==> config.mk <==
export PLATFORM = sky130hd
export DESIGN_NAME = opt2_booth_mac
export DESIGN_NICKNAME = d
export VERILOG_FILES = /design/src/rtl/opt2_booth_mac.sv
export SDC_FILE = /design/constraint.sdc
export NUM_CORES = 1
export LEC_CHECK = 0
export BUFFER_PORTS_ARGS = -buffer_cell sky130_fd_sc_hd__clkbuf_2
export CORE_MARGIN = 3
export CORE_UTILIZATION = 46
export DETAILED_ROUTE_END_ITERATION = 8
export PLACE_DENSITY = 0.72
export SLEW_MARGIN = 25
export SYNTH_ARGS = -nofsm -noshare
export SYNTH_HDL_FRONTEND = slang
export SYNTH_SLANG_ARGS = --single-unit
==> constraint.sdc <==
create_clock -name clk -period 5.32 [get_ports clk]
set_input_delay 0 -clock clk [delete_from_list [all_inputs] [get_ports clk]]
set_output_delay 0 -clock clk [all_outputs]
set_load 0.005 [all_outputs]
==> src/rtl/opt2_booth_mac.sv <==
// Radix-4 Booth multiply-accumulate with a carry-save accumulator and a registered
// carry-propagate resolve stage; frames are delimited by in_first/in_last.
module opt2_booth_mac #(
  parameter int DATA_WIDTH = 8,
  parameter int ACC_WIDTH  = 32,
  parameter int INPUT_PIP  = 1
) (
  input  logic                  clk,
  input  logic                  rst,
  input  logic                  in_valid,
  input  logic                  in_first,
  input  logic                  in_last,
  input  logic                  in_signed,
  input  logic [DATA_WIDTH-1:0] operand_a,
  input  logic [DATA_WIDTH-1:0] operand_b,
  output logic [ACC_WIDTH-1:0]  acc_sum,
  output logic [ACC_WIDTH-1:0]  acc_carry,
  output logic                  out_valid,
  output logic [ACC_WIDTH-1:0]  out_data
);

  localparam int E   = DATA_WIDTH + 2;
  localparam int NPP = E / 2;

  logic                  w_s0_valid;
  logic                  w_s0_first;
  logic                  w_s0_last;
  logic                  w_s0_signed;
  logic [DATA_WIDTH-1:0] w_s0_a;
  logic [DATA_WIDTH-1:0] w_s0_b;

  generate
    if (INPUT_PIP != 0) begin : g_pip
      logic                  r_valid;
      logic                  r_first;
      logic                  r_last;
      logic                  r_signed;
      logic [DATA_WIDTH-1:0] r_a;
      logic [DATA_WIDTH-1:0] r_b;

      always_ff @(posedge clk) begin
        if (rst) begin
          r_valid <= 1'b0;
          r_first <= 1'b0;
          r_last  <= 1'b0;
        end else begin
          r_valid <= in_valid;
          r_first <= in_first;
          r_last  <= in_last;
        end
      end

      // Data path registers carry no reset; r_valid qualifies them.
      always_ff @(posedge clk) begin
        r_signed <= in_signed;
        r_a      <= operand_a;
        r_b      <= operand_b;
      end

      assign w_s0_valid  = r_valid;
      assign w_s0_first  = r_first;
      assign w_s0_last   = r_last;
      assign w_s0_signed = r_signed;
      assign w_s0_a      = r_a;
      assign w_s0_b      = r_b;
    end else begin : g_comb
      assign w_s0_valid  = in_valid;
      assign w_s0_first  = in_first;
      assign w_s0_last   = in_last;
      assign w_s0_signed = in_signed;
      assign w_s0_a      = operand_a;
      assign w_s0_b      = operand_b;
    end
  endgenerate

  function automatic logic [ACC_WIDTH-1:0] booth_pp(input logic [2:0] trip,
                                                    input logic [ACC_WIDTH-1:0] m);
    logic [ACC_WIDTH-1:0] pp;
    case (trip)
      3'b001, 3'b010: pp = m;
      3'b011:         pp = m << 1;
      3'b100:         pp = -(m << 1);
      3'b101, 3'b110: pp = -m;
      default:        pp = '0;
    endcase
    return pp;
  endfunction

  logic [E-1:0]         w_a_ext;
  logic [E-1:0]         w_b_ext;
  logic [E:0]           w_b_pad;
  logic [ACC_WIDTH-1:0] w_mcand;

  assign w_a_ext = w_s0_signed ? {{2{w_s0_a[DATA_WIDTH-1]}}, w_s0_a} : {2'b00, w_s0_a};
  assign w_b_ext = w_s0_signed ? {{2{w_s0_b[DATA_WIDTH-1]}}, w_s0_b} : {2'b00, w_s0_b};
  assign w_b_pad = {w_b_ext, 1'b0};
  assign w_mcand = {{(ACC_WIDTH-E){w_a_ext[E-1]}}, w_a_ext};

  logic [ACC_WIDTH-1:0] r_acc_sum;
  logic [ACC_WIDTH-1:0] r_acc_carry;
  logic                 r_resolve;
  logic                 r_out_valid;
  logic [ACC_WIDTH-1:0] r_out_data;

  logic [ACC_WIDTH-1:0] w_cs_sum   [0:NPP];
  logic [ACC_WIDTH-1:0] w_cs_carry [0:NPP];

  // A first beat restarts from zero instead of the running carry-save pair.
  assign w_cs_sum[0]   = w_s0_first ? '0 : r_acc_sum;
  assign w_cs_carry[0] = w_s0_first ? '0 : r_acc_carry;

  generate
    for (genvar gi = 0; gi < NPP; gi++) begin : g_csa
      logic [ACC_WIDTH-1:0] w_pp;
      assign w_pp = booth_pp(w_b_pad[2*gi+2 -: 3], w_mcand) << (2*gi);
      assign w_cs_sum[gi+1]   = w_cs_sum[gi] ^ w_cs_carry[gi] ^ w_pp;
      assign w_cs_carry[gi+1] = ((w_cs_sum[gi] & w_cs_carry[gi]) |
                                 (w_cs_sum[gi] & w_pp) |
                                 (w_cs_carry[gi] & w_pp)) << 1;
    end
  endgenerate

  always_ff @(posedge clk) begin
    if (rst) begin
      r_acc_sum   <= '0;
      r_acc_carry <= '0;
      r_resolve   <= 1'b0;
      r_out_valid <= 1'b0;
      r_out_data  <= '0;
    end else begin
      if (w_s0_valid) begin
        r_acc_sum   <= w_cs_sum[NPP];
        r_acc_carry <= w_cs_carry[NPP];
      end
      r_resolve   <= w_s0_valid & w_s0_last;
      r_out_valid <= r_resolve;
      if (r_resolve) begin
        r_out_data <= r_acc_sum + r_acc_carry;
      end
    end
  end

  assign acc_sum   = r_acc_sum;
  assign acc_carry = r_acc_carry;
  assign out_valid = r_out_valid;
  assign out_data  = r_out_data;

endmodule

==> impl_metrics.toml <==
[synthesis]
synth_top_flop_cell = "dfxtp_1"
portion_of_synthesized_cell_area_occupied_by_the_leading_cell_type_pct = 22.8
synth_fa_ha_area_share_pct = 28.2
post_synth_main_area_contributors = "fa_1 23%, dfxtp_1 20%, ha_1 5.3%"
syn_inst = 1368
yosys.area_share.xor_xnor_pct = 3.12
synth-seq-area-share_pct = 19.7
count_of_flip_flops_with_a_built_in_enable_after_synthesis = 0
ys_seq_elements = 113
synth_area_in_simple_gates_pct = 15.9
synth_top_family_by_area = "adder cells"
netlist-cell-type-count = 73
netlist_area_sq_mm = 0.0115
synthesis.area_per_instance_sq_um = 8.42
post_synth_arst_share_pct = 0
synth.largest_area_cell = "fa_1"
yosysWarnings = 0
synth-compound-area-share_pct = 21.0
muxShareOfSynthArea_pct = 4.80

[setup_path]
critPathBufInv = 4
worst_ep_required_time_ns = 5.65
timing.critical_path.slowest_cell_delay_ns = 0.54
cp-start-kind = "flip-flop"
setup.worst_path.end_class = "flip-flop"
critical_path.max_fanout = 6
worst-setup-path-type = "reg2reg"
master_of_the_slowest_instance_on_the_critical_path = "fa_1"
worst_path_most_repeated_cell = "fa_1"
critical-path-top-delay-family = "adder cells"
critical_path_arrival_ns = 5.45
worstPathCellList = "inv_1 > ha_2 > nand2_2 > or3_4 > nor3_4 > buf_6 > inv_2 > ha_1 > o21ai_0 > nand2_1 > nand2_1 > fa_1 > inv_1 > fa_1 > fa_1 > fa_1 > fa_1 > a211oi_1"

[routing]
drt-wirelength-per-cell_um = 18.7
pre_antenna_drt_iters = 5
drtAntennaViolNets = 0
routed-via-count = 10300
drt-vias-per-instance = 5.70
drt_wl_total_mm = 33.8
drc_errors = 0
first_iter_violations = 1018

[cells_and_area]
final_common_cell = "nor2_1"
area.sequential_sq_mm = 0.00227
syn2layout_area_growth_pct = 15.6
fillers = 2243
final_layout_size_suffix_gt1_share_pct = 15.8
multiInputGateArea_sq_mm = 0.00852
inserted_diodes = 0
mostFrequentLayoutCells = "137 x nor2_1, 130 x fa_1, 112 x clkbuf_2"
finalNetCount = 1670

[grt]
maximum_number_of_pins_on_one_net_before_global_route_repair = 105
global_route.usage.total_pct = 25.5
globalRouteOverflowTotal = 0
via_count_of_the_first_global_routing_pass = 9825
grt_first_pass_wirelength_mm = 53.9
grt_antenna_before_repair = 0

[sta]
timing.final.crit_period_ns = 5.12
timing.final.setup_violations = 0
period_share_pct = 96.3
max_freq_mhz = 195
setup_tns_ns = 0
hold_ws_ns = 0.0865
skew_ns = 0.0126
timing.slew.headroom_pct = 39.2
worst-slew-pin-transition_ns = 0.911
final-hold-violation-count = 0
finalMaxSlewViolations = 0
setup_repair_after_global_routing_missed_its_margin = "false"

[outcome]
run_status = "completed"

[die]
core-area_sq_mm = 0.0245
die_x_um = 164
rows = 57
initial_standard_cell_utilization_of_the_core_pct = 47.1
die_area_sq_mm = 0.0270
fp.dieH_um = 164
number_of_placed_i_o_pins = 119

[cts]
cts.sinks = 113
cts_tree = "done"
cts_max_path_buffers = 2
ctsRootBufferMaster = "clkbuf_16"
ctsHtreeMaxLevel = 4
cts_made_buffers = 17
clkTransAtPathRegs_ns = 0.06
clock_insertion_delay_worst_skew_ns = 0.42

[flow_run]
drv_cap = 0

[pwr]
cellLeakagePower_nw = 5.66
power.density_cell_area_mw_per_mm2 = 362
largest_voltage_drop_on_the_vdd_net_uv = 236

[placed_design]
routabilityCongestion = 0.950
io_port_bufs = 113
hpwl_mm = 25.5

[hold_path]
holdCritPathClass = "in2reg"
state kept, by name, indices dropped and copies added (netlist names):
register / cells
acc_sum: 32
out_data: 32
acc_carry: 27
g_pip.r_a: 8
g_pip.r_b: 8
g_pip.r_first: 1
g_pip.r_last: 1
g_pip.r_signed: 1
g_pip.r_valid: 1
out_valid: 1
r_resolve: 1
synth_stat cells (4+ instances only):
cell type  instances
a21boi_1           4
buf_1             25
clkbuf_1          75
or3_1              4
o22ai_1           23
a32o_1             4
inv_1             95
fa_1             131
buf_4              5
nand2_1          103
a21oi_1           97
buf_2              7
inv_2             10
a21o_1            20
o21ai_1           31
dfxtp_1          113
a211o_1            8
a221oi_1           8
o211ai_1           9
o31a_1             4
nor2_1           137
xor2_1             8
ha_1              49
nor3_1            12
mux2i_1           44
nor3b_1            7
o21a_1             9
nand2b_1           6
xnor2_1           33
nand3_1           16
mux2_2             4
nor2b_1           68
and2_1             6
o21ai_0           58
a211oi_1          59
a31oi_1           13
final cells by class:
type,count,share of cell area (%)
well taps,324,3.05
clock inverters,14,1.35
flip-flops and latches,113,17.1
repair buffers,175,8.25
multi-input cells,1056,64.0
clock buffers,18,3.30
inverters,105,2.96
logic make-up after synthesis:
family	after synthesis
buffers and inverters	217
AOI/OAI and AO/OA	379
other	2
DFF	113
and+or+nand+nor	384
muxes	51
xor gates and xnor gates	41
adders and majority gates	181
power breakdown:
part	internal, mW	switching [mW]	leakage [nW]
combinational	1.14	1.37	4.44
clock	0.756	0.466	0.291
sequential	0.936	0.151	0.929
per-stage QoR:
step	util (%)	total power, mW	area [sq um]	worst slack, ns	instances
3_3_place_gp	50.8	3.47	12400	0.0268	1752
5_1_grt	54.4	5.28	13300	0.000278	1805
3_5_place_dp	50.8	3.56	12400	0.0851	1752
4_1_cts	54.2	4.83	13200	0.0420	1804
2_1_floorplan	-	2.92	11600	0.00398	1386
6_report	54.4	4.82	13300	0.195	1805
worst paths after layout:
kind | end | cells past startpoint | slack, ns | from
min | out_data[19] | 2 | 0.09 | rst
min reg2reg | out_data[25] | 2 | 0.46 | out_data[25]
max reg2reg | acc_sum[15] | 18 | 0.20 | g_pip.r_a[0]
max | acc_sum[15] | 18 | 0.20 | g_pip.r_a[0]
timing repair:
item	4_1_cts	5_1_grt
gates resized for setup	0	13
endpoints found under the setup margin	0	38
hold endpoints to repair	20	0
hold buffers	20	0
buffers inserted	0	1
layer usage:
layer / up-vias / global-route usage, % / part of all wire (%)
met1: 4894 / 36.9 / 46
li1: 4893 / - / -
met2: 447 / 38.2 / 44
met3: 61 / 5.90 / 8.1
met5: - / 0 / 0
met4: 0 / 7.07 / 2.4
(Power assumes the default switching activity.)
